==> src/rtl/picomips_pkg.sv <==
`default_nettype none
// ============================================================================
// Module      : picomips_pkg
// Description : Shared types and constants for the picoMips sequencer.
// Revision    : 1.0 - initial release
// ============================================================================
package picomips_pkg;

    typedef enum logic [1:0] {
        RUN     = 2'd0,
        WAIT_HI = 2'd1,
        WAIT_LO = 2'd2,
        HALT    = 2'd3
    } seq_state_t;

    localparam int STAGE_W    = 2;
    localparam int NUM_STAGES = 4;

endpackage
`default_nettype wire

==> src/rtl/switch_debounce.sv <==
`default_nettype none
// ============================================================================
// Module      : switch_debounce
// Description : Two-flop synchroniser followed by a run-length debouncer.
//               The level flips after DEB_CYCLES consecutive disagreeing
//               synchronised samples.
// Revision    : 1.0 - initial release
// ============================================================================
module switch_debounce #(
    parameter int DEB_CYCLES = 4
) (
    input  logic clk,
    input  logic rst,
    input  logic raw,
    output logic level
);

    localparam int CNT_W = (DEB_CYCLES < 2) ? 1 : $clog2(DEB_CYCLES + 1);
    localparam logic [CNT_W-1:0] CNT_LAST = CNT_W'(DEB_CYCLES - 1);

    logic             sync_a;
    logic             sync_b;
    logic [CNT_W-1:0] cnt;

    // Bring the asynchronous switch into the clock domain.
    always_ff @(posedge clk or posedge rst) begin
        if (rst) begin
            sync_a <= 1'b0;
            sync_b <= 1'b0;
        end else begin
            sync_a <= raw;
            sync_b <= sync_a;
        end
    end

    // Count disagreeing samples; flip the level on the DEB_CYCLES-th one.
    always_ff @(posedge clk or posedge rst) begin
        if (rst) begin
            level <= 1'b0;
            cnt   <= '0;
        end else if (sync_b != level) begin
            if (cnt == CNT_LAST) begin
                level <= ~level;
                cnt   <= '0;
            end else begin
                cnt <= cnt + 1'b1;
            end
        end else begin
            cnt <= '0;
        end
    end

endmodule
`default_nettype wire

==> src/rtl/instr_sequencer.sv <==
`default_nettype none
// ============================================================================
// Module      : instr_sequencer
// Description : Four-stage multi-cycle instruction sequencer with branch,
//               halt and handshake-switch stall for the picoMips core.
// Revision    : 1.0 - initial release
// ============================================================================
module instr_sequencer
    import picomips_pkg::*;
#(
    parameter int ADDR_W     = 5,
    parameter int LAST_ADDR  = 31,
    parameter int DEB_CYCLES = 4,
    parameter int WAIT_STAGE = 1
) (
    input  logic                Clock,
    input  logic                Reset,
    input  logic                Handshake,
    input  logic                WaitReq,
    input  logic                Branch,
    input  logic [ADDR_W-1:0]   BranchTarget,
    input  logic                Halt,
    output logic [ADDR_W-1:0]   Addr,
    output logic [STAGE_W-1:0]  Stage,
    output logic                Stall,
    output logic                Accept
);

    localparam logic [ADDR_W-1:0]  LAST_A     = ADDR_W'(LAST_ADDR);
    localparam logic [STAGE_W-1:0] WSTAGE     = STAGE_W'(WAIT_STAGE);
    localparam logic [STAGE_W-1:0] LAST_STAGE = STAGE_W'(NUM_STAGES - 1);

    seq_state_t          state;
    seq_state_t          state_nxt;
    logic [ADDR_W-1:0]   addr_nxt;
    logic [ADDR_W-1:0]   addr_seq;
    logic [STAGE_W-1:0]  stage_nxt;
    logic                accept_nxt;
    logic                hs_level;

    switch_debounce #(
        .DEB_CYCLES (DEB_CYCLES)
    ) u_debounce (
        .clk   (Clock),
        .rst   (Reset),
        .raw   (Handshake),
        .level (hs_level)
    );

    assign addr_seq = (Addr == LAST_A) ? '0 : Addr + 1'b1;
    assign Stall    = (state != RUN);

    // State, address, stage and accept registers.
    always_ff @(posedge Clock or posedge Reset) begin
        if (Reset) begin
            state  <= RUN;
            Addr   <= '0;
            Stage  <= '0;
            Accept <= 1'b0;
        end else begin
            state  <= state_nxt;
            Addr   <= addr_nxt;
            Stage  <= stage_nxt;
            Accept <= accept_nxt;
        end
    end

    // Next-state logic: stage stepping, end-of-instruction address update,
    // handshake stall and halt.
    always_comb begin
        state_nxt  = state;
        addr_nxt   = Addr;
        stage_nxt  = Stage;
        accept_nxt = 1'b0;
        case (state)
            RUN: begin
                if (Stage == WSTAGE && WaitReq) begin
                    state_nxt = WAIT_HI;
                end else begin
                    stage_nxt = Stage + 1'b1;
                    if (Stage == LAST_STAGE) begin
                        if (Halt) begin
                            state_nxt = HALT;
                            stage_nxt = '0;
                        end else if (Branch) begin
                            addr_nxt = BranchTarget;
                        end else begin
                            addr_nxt = addr_seq;
                        end
                    end
                end
            end
            WAIT_HI: begin
                if (hs_level) state_nxt = WAIT_LO;
            end
            WAIT_LO: begin
                if (!hs_level) begin
                    state_nxt  = RUN;
                    accept_nxt = 1'b1;
                    stage_nxt  = Stage + 1'b1;
                    // A wait placed in the last stage still finishes the
                    // instruction when released.
                    if (Stage == LAST_STAGE) addr_nxt = addr_seq;
                end
            end
            HALT: begin
                state_nxt = HALT;
            end
            default: begin
                state_nxt = RUN;
            end
        endcase
    end

endmodule
`default_nettype wire

==> config.mk <==
export PLATFORM = sky130hd
export DESIGN_NAME = instr_sequencer
export DESIGN_NICKNAME = d
export VERILOG_FILES = /design/src/rtl/picomips_pkg.sv /design/src/rtl/switch_debounce.sv /design/src/rtl/instr_sequencer.sv
export SDC_FILE = /design/constraint.sdc
export NUM_CORES = 1
export LEC_CHECK = 0
export BUFFER_PORTS_ARGS = -buffer_cell sky130_fd_sc_hd__buf_4
export CORE_UTILIZATION = 33
export DETAILED_ROUTE_END_ITERATION = 8
export GPL_TIMING_DRIVEN = 0
export PLACE_DENSITY = 0.65
export SETUP_SLACK_MARGIN = 0.1
export SYNTH_ARGS = -nofsm -noshare
export SYNTH_HDL_FRONTEND = slang
export SYNTH_SLANG_ARGS = --single-unit
==> constraint.sdc <==
create_clock -name Clock -period 1.6 [get_ports Clock]
set_input_delay 0.16 -clock Clock [delete_from_list [all_inputs] [get_ports Clock]]
set_output_delay 0.16 -clock Clock [all_outputs]
set_load 0.01 [all_outputs]
==> results.md <==
* Leakage at 0.000603 uW
* Power per cell area at 1860 nW/um^2
* Hold Slack at 0.147 ns
* WHS Endpoint: Addr[1]
* Outcome: completed
* Crit path launch type: flip-flop
* Initial antenna violation count at 0
* Initial Util at 34.6%
* Int Pwr at 1480 uW
* CTS buffer count at 3
* Origin of the worst min-delay path: BranchTarget[1]
* Largest net degree at the start of global routing at 17
* Core area at 2480 sq um
* Fin crit period at 1.51 ns
* Area leader, netlist: dfrtp_1
* CP delay by family, top: simple AND/OR/NAND/NOR gates
* Vias in the first global route at 624
* Die ar. at 2810 sq um
* FF-to-FF path depth at 6
* Pre-CTS setup slack at -0.0758 ns
* Dpl hpwl at 1.28 mm
* FP Rows at 18
* Placed Cells at 129
* Sw frac at 39.0%
* Number of detailed-route iterations in the first pass at 4
* R2R Path Start: Addr[1]
* Area of the multi-input gates at 559 sq um
* Final slew viol count at 0
* CP required at 1.81 ns
* HP Class: input port to flip-flop
* Hold Vio Cnt, Final at 0
* Routability-driven placement congestion ratio at 0.708
* Avg Inst Size Synth at 10.7 sq um
* FF+latch count, synth at 16
* Synth cell types at 26
* Final Non-Filler Cells at 146
* Peak supply drop at 0.977 mV
* Die height at 53 um
* Final worst-path cycle share at 94.2%
* Top Ports at 20
* F_max at 0.664 GHz
* First-pass GRT wire length at 2.78 mm
* CTS sink cnt at 16
* Slowest cell on crit path: dfrtp_1
* Critical Path AT at 1.72 ns
* Max H-tree Level at 1
* Post-synth top area share at 46.6%
* I/O Buffers at 19
* Worst-margin pin slew at 0.617 ns
* Bufs on Longest Clock Path at 2
* Asr flop ratio synth at 100%
* R2r endpoint: Addr[2]
* Syn nets at 100
* Nets at 137
* CTS tree: yes
* Worst-Skew Late Latency at 0.29 ns
* Fill count at 229
* Max-Cap Viols at 0
* Vias at 715
* Worst path cell trace: ha_2, and3_4, ha_4, nor4b_2, a21oi_1, o21ai_1
* R2r setup slk at 0.09 ns
* CP max stage delay at 0.40 ns
* Setup violations, final at 0
* Relative slew slack at 58.8%
* WP buf/inv at 0
* Gate Count Post-Synth at 80
* Wire length per cell after detailed routing at 13.4 um
* Post-synth EDFFs at 0
* FF+latch area at 400 sq um
* Hold depth at 3
* Setup TNS at 0 ns
* Remaining DRCs at 0
* Sequential fraction of the synthesis area at 46.6%
* Area growth syn-to-layout at 52.0%
* Yosys warns at 0
* Clk pwr share at 11.3%
* CP max FO at 6
* Clock transition at path regs at 0.10 ns
* Clock skew at 0.00139 ns
* GRT Resource Usage Total at 13.9%
* P_sw at 948 uW
* Crit Path Class: flip-flop to flip-flop
* Comb power frac at 59.1%
* Diodes inserted at 0
* Sequential power share at 29.7%
* DRT iter0 DRCs at 6
* Netlist Area Pre-Place at 858 sq um
* Die width at 53 um
* Top cells by area, synth: dfrtp_1, ha_1, mux2i_1, o21ai_0, nor2b_1
* RSZ-0062 raised after global routing: true
* Total grt overflow at 0
* Routed Antenna Nets at 0
* Setup ws final at 0.0934 ns
* Worst Setup End Kind: flip-flop
* Layout cell share with drive strength beyond 1 at 46.6%
* Final wirelength at 1.96 mm
* Vias per cell at 4.90
* Root buffer cell: clkbuf_4
* Top FF cell, synth: dfrtp_1
[what timing repair did]
action	in CTS	in global routing
endpoints found under the hold margin	17	0
resized for setup	12	13
buffers inserted	4	6
pin swaps	1	5
cloned	0	1
setup endpoints to repair	10	9
hold buffers	2	0
[cells in the mapped netlist, types with 2 or more instances]
master and n:
nor3b_1 3, a21oi_1 4, nor2b_1 4, dfrtp_1 16, mux2_1 2, nor3_1 3, o21ai_1 2, mux2i_1 3
inv_1 6, o21ai_0 6, ha_1 9, nor2_1 3, nand2_1 6
[final cells by class]
class | instances | area share (%)
flip-flops and latches | 16 | 30.7
well taps | 30 | 2.88
clock buffers | 4 | 2.78
repair buffers | 31 | 18.5
inverters | 6 | 1.73
plain buffers | 1 | 0.575
multi-input cells | 58 | 42.9
[logic make-up after synthesis]
kind of cell,Yosys count,synth area share [%]
AOI/OAI and AO/OA,17,12.4
xor gates and xnor gates,1,1.02
adders and majority gates,9,13.1
buffers and inverters,7,3.21
DFF,16,46.6
muxes,6,7.43
and+or+nand+nor,24,16.2
[worst min-delay path, cell delays in order]
cell and delay, ns:
buf_4 0.08, a21oi_1 0.05, o21ai_1 0.11
[power by group through the flow]
stage | logic, uW | clock network [uW] | registers (uW)
after floorplan | 617 | 0 | 737
after global placement | 923 | 0 | 710
after detailed placement | 961 | 0 | 721
after CTS | 1170 | 280 | 712
after global routing | 1600 | 295 | 744
final | 1440 | 274 | 721
[layout by cell type (no fill, tap or decap)]
master and count:
buf_4 29, dfrtp_1 16, o21ai_1 5, ha_1 5, nand2_1 4, inv_1 4, mux2i_1 3, o21ai_0 3
nor2b_1 3, nor3b_1 3, nor3_1 3, a21oi_1 3, nor2_1 3, ha_4 3, clkbuf_4 3, inv_2 2
mux2_4 2, dlygate4sd3_1 2, nand3_4 1, nand2_4 1, a21boi_4 1, o2111ai_4 1, nor2b_2 1, mux2_2 1
nand3_1 1, nor4_4 1, a21oi_2 1, a31oi_1 1, and3_4 1, xnor2_1 1, nand2_2 1, o211a_1 1
nor4b_2 1, o31ai_1 1, ha_2 1, clkbuf_8 1, o2111ai_2 1, buf_6 1
[worst max path at each step]
stage / startpoint / end / slack, ns / cells after the start
5_1_grt: state[1] / Addr[1] / 0.04 / 7
3_5_place_dp: state[0] / Addr[2] / -0.08 / 7
3_3_place_gp: state[0] / Addr[2] / -0.006 / 6
6_report: Addr[1] / Addr[2] / 0.09 / 6
4_1_cts: Addr[0] / Addr[2] / 0.10 / 6
2_1_floorplan: Addr[0] / Addr[2] / 0.10 / 6
[stage by stage]
step / instance area [sq um] / utilization (%) / power, uW
after floorplan: 870 / - / 1350
after global placement: 1050 / 42.4 / 1630
after detailed placement: 1050 / 42.4 / 1680
after CTS: 1190 / 48.1 / 2160
after global routing: 1310 / 52.7 / 2640
final: 1310 / 52.7 / 2430
[sequential cells by signal, summed over array words and instances (netlist names)]
register,flops
Stage,2
Accept,1
u_debounce.sync_a,1
u_debounce.sync_b,1
Addr,5
state,2
u_debounce.level,1
u_debounce.cnt,3
[layer usage]
| metal | vias to the layer above | wire, um | part of all wire [%] | global-route usage (%) |
|---|---|---|---|---|
| met4 | 0 | 0 | 0 | 6.58 |
| met1 | 337 | 854 | 44 | 18.0 |
| met2 | 21 | 994 | 51 | 21.7 |
| li1 | 357 | - | - | - |
| met5 | - | 0 | 0 | 0 |
| met3 | 0 | 109 | 5.6 | 3.16 |
(Power assumes the default switching activity.)
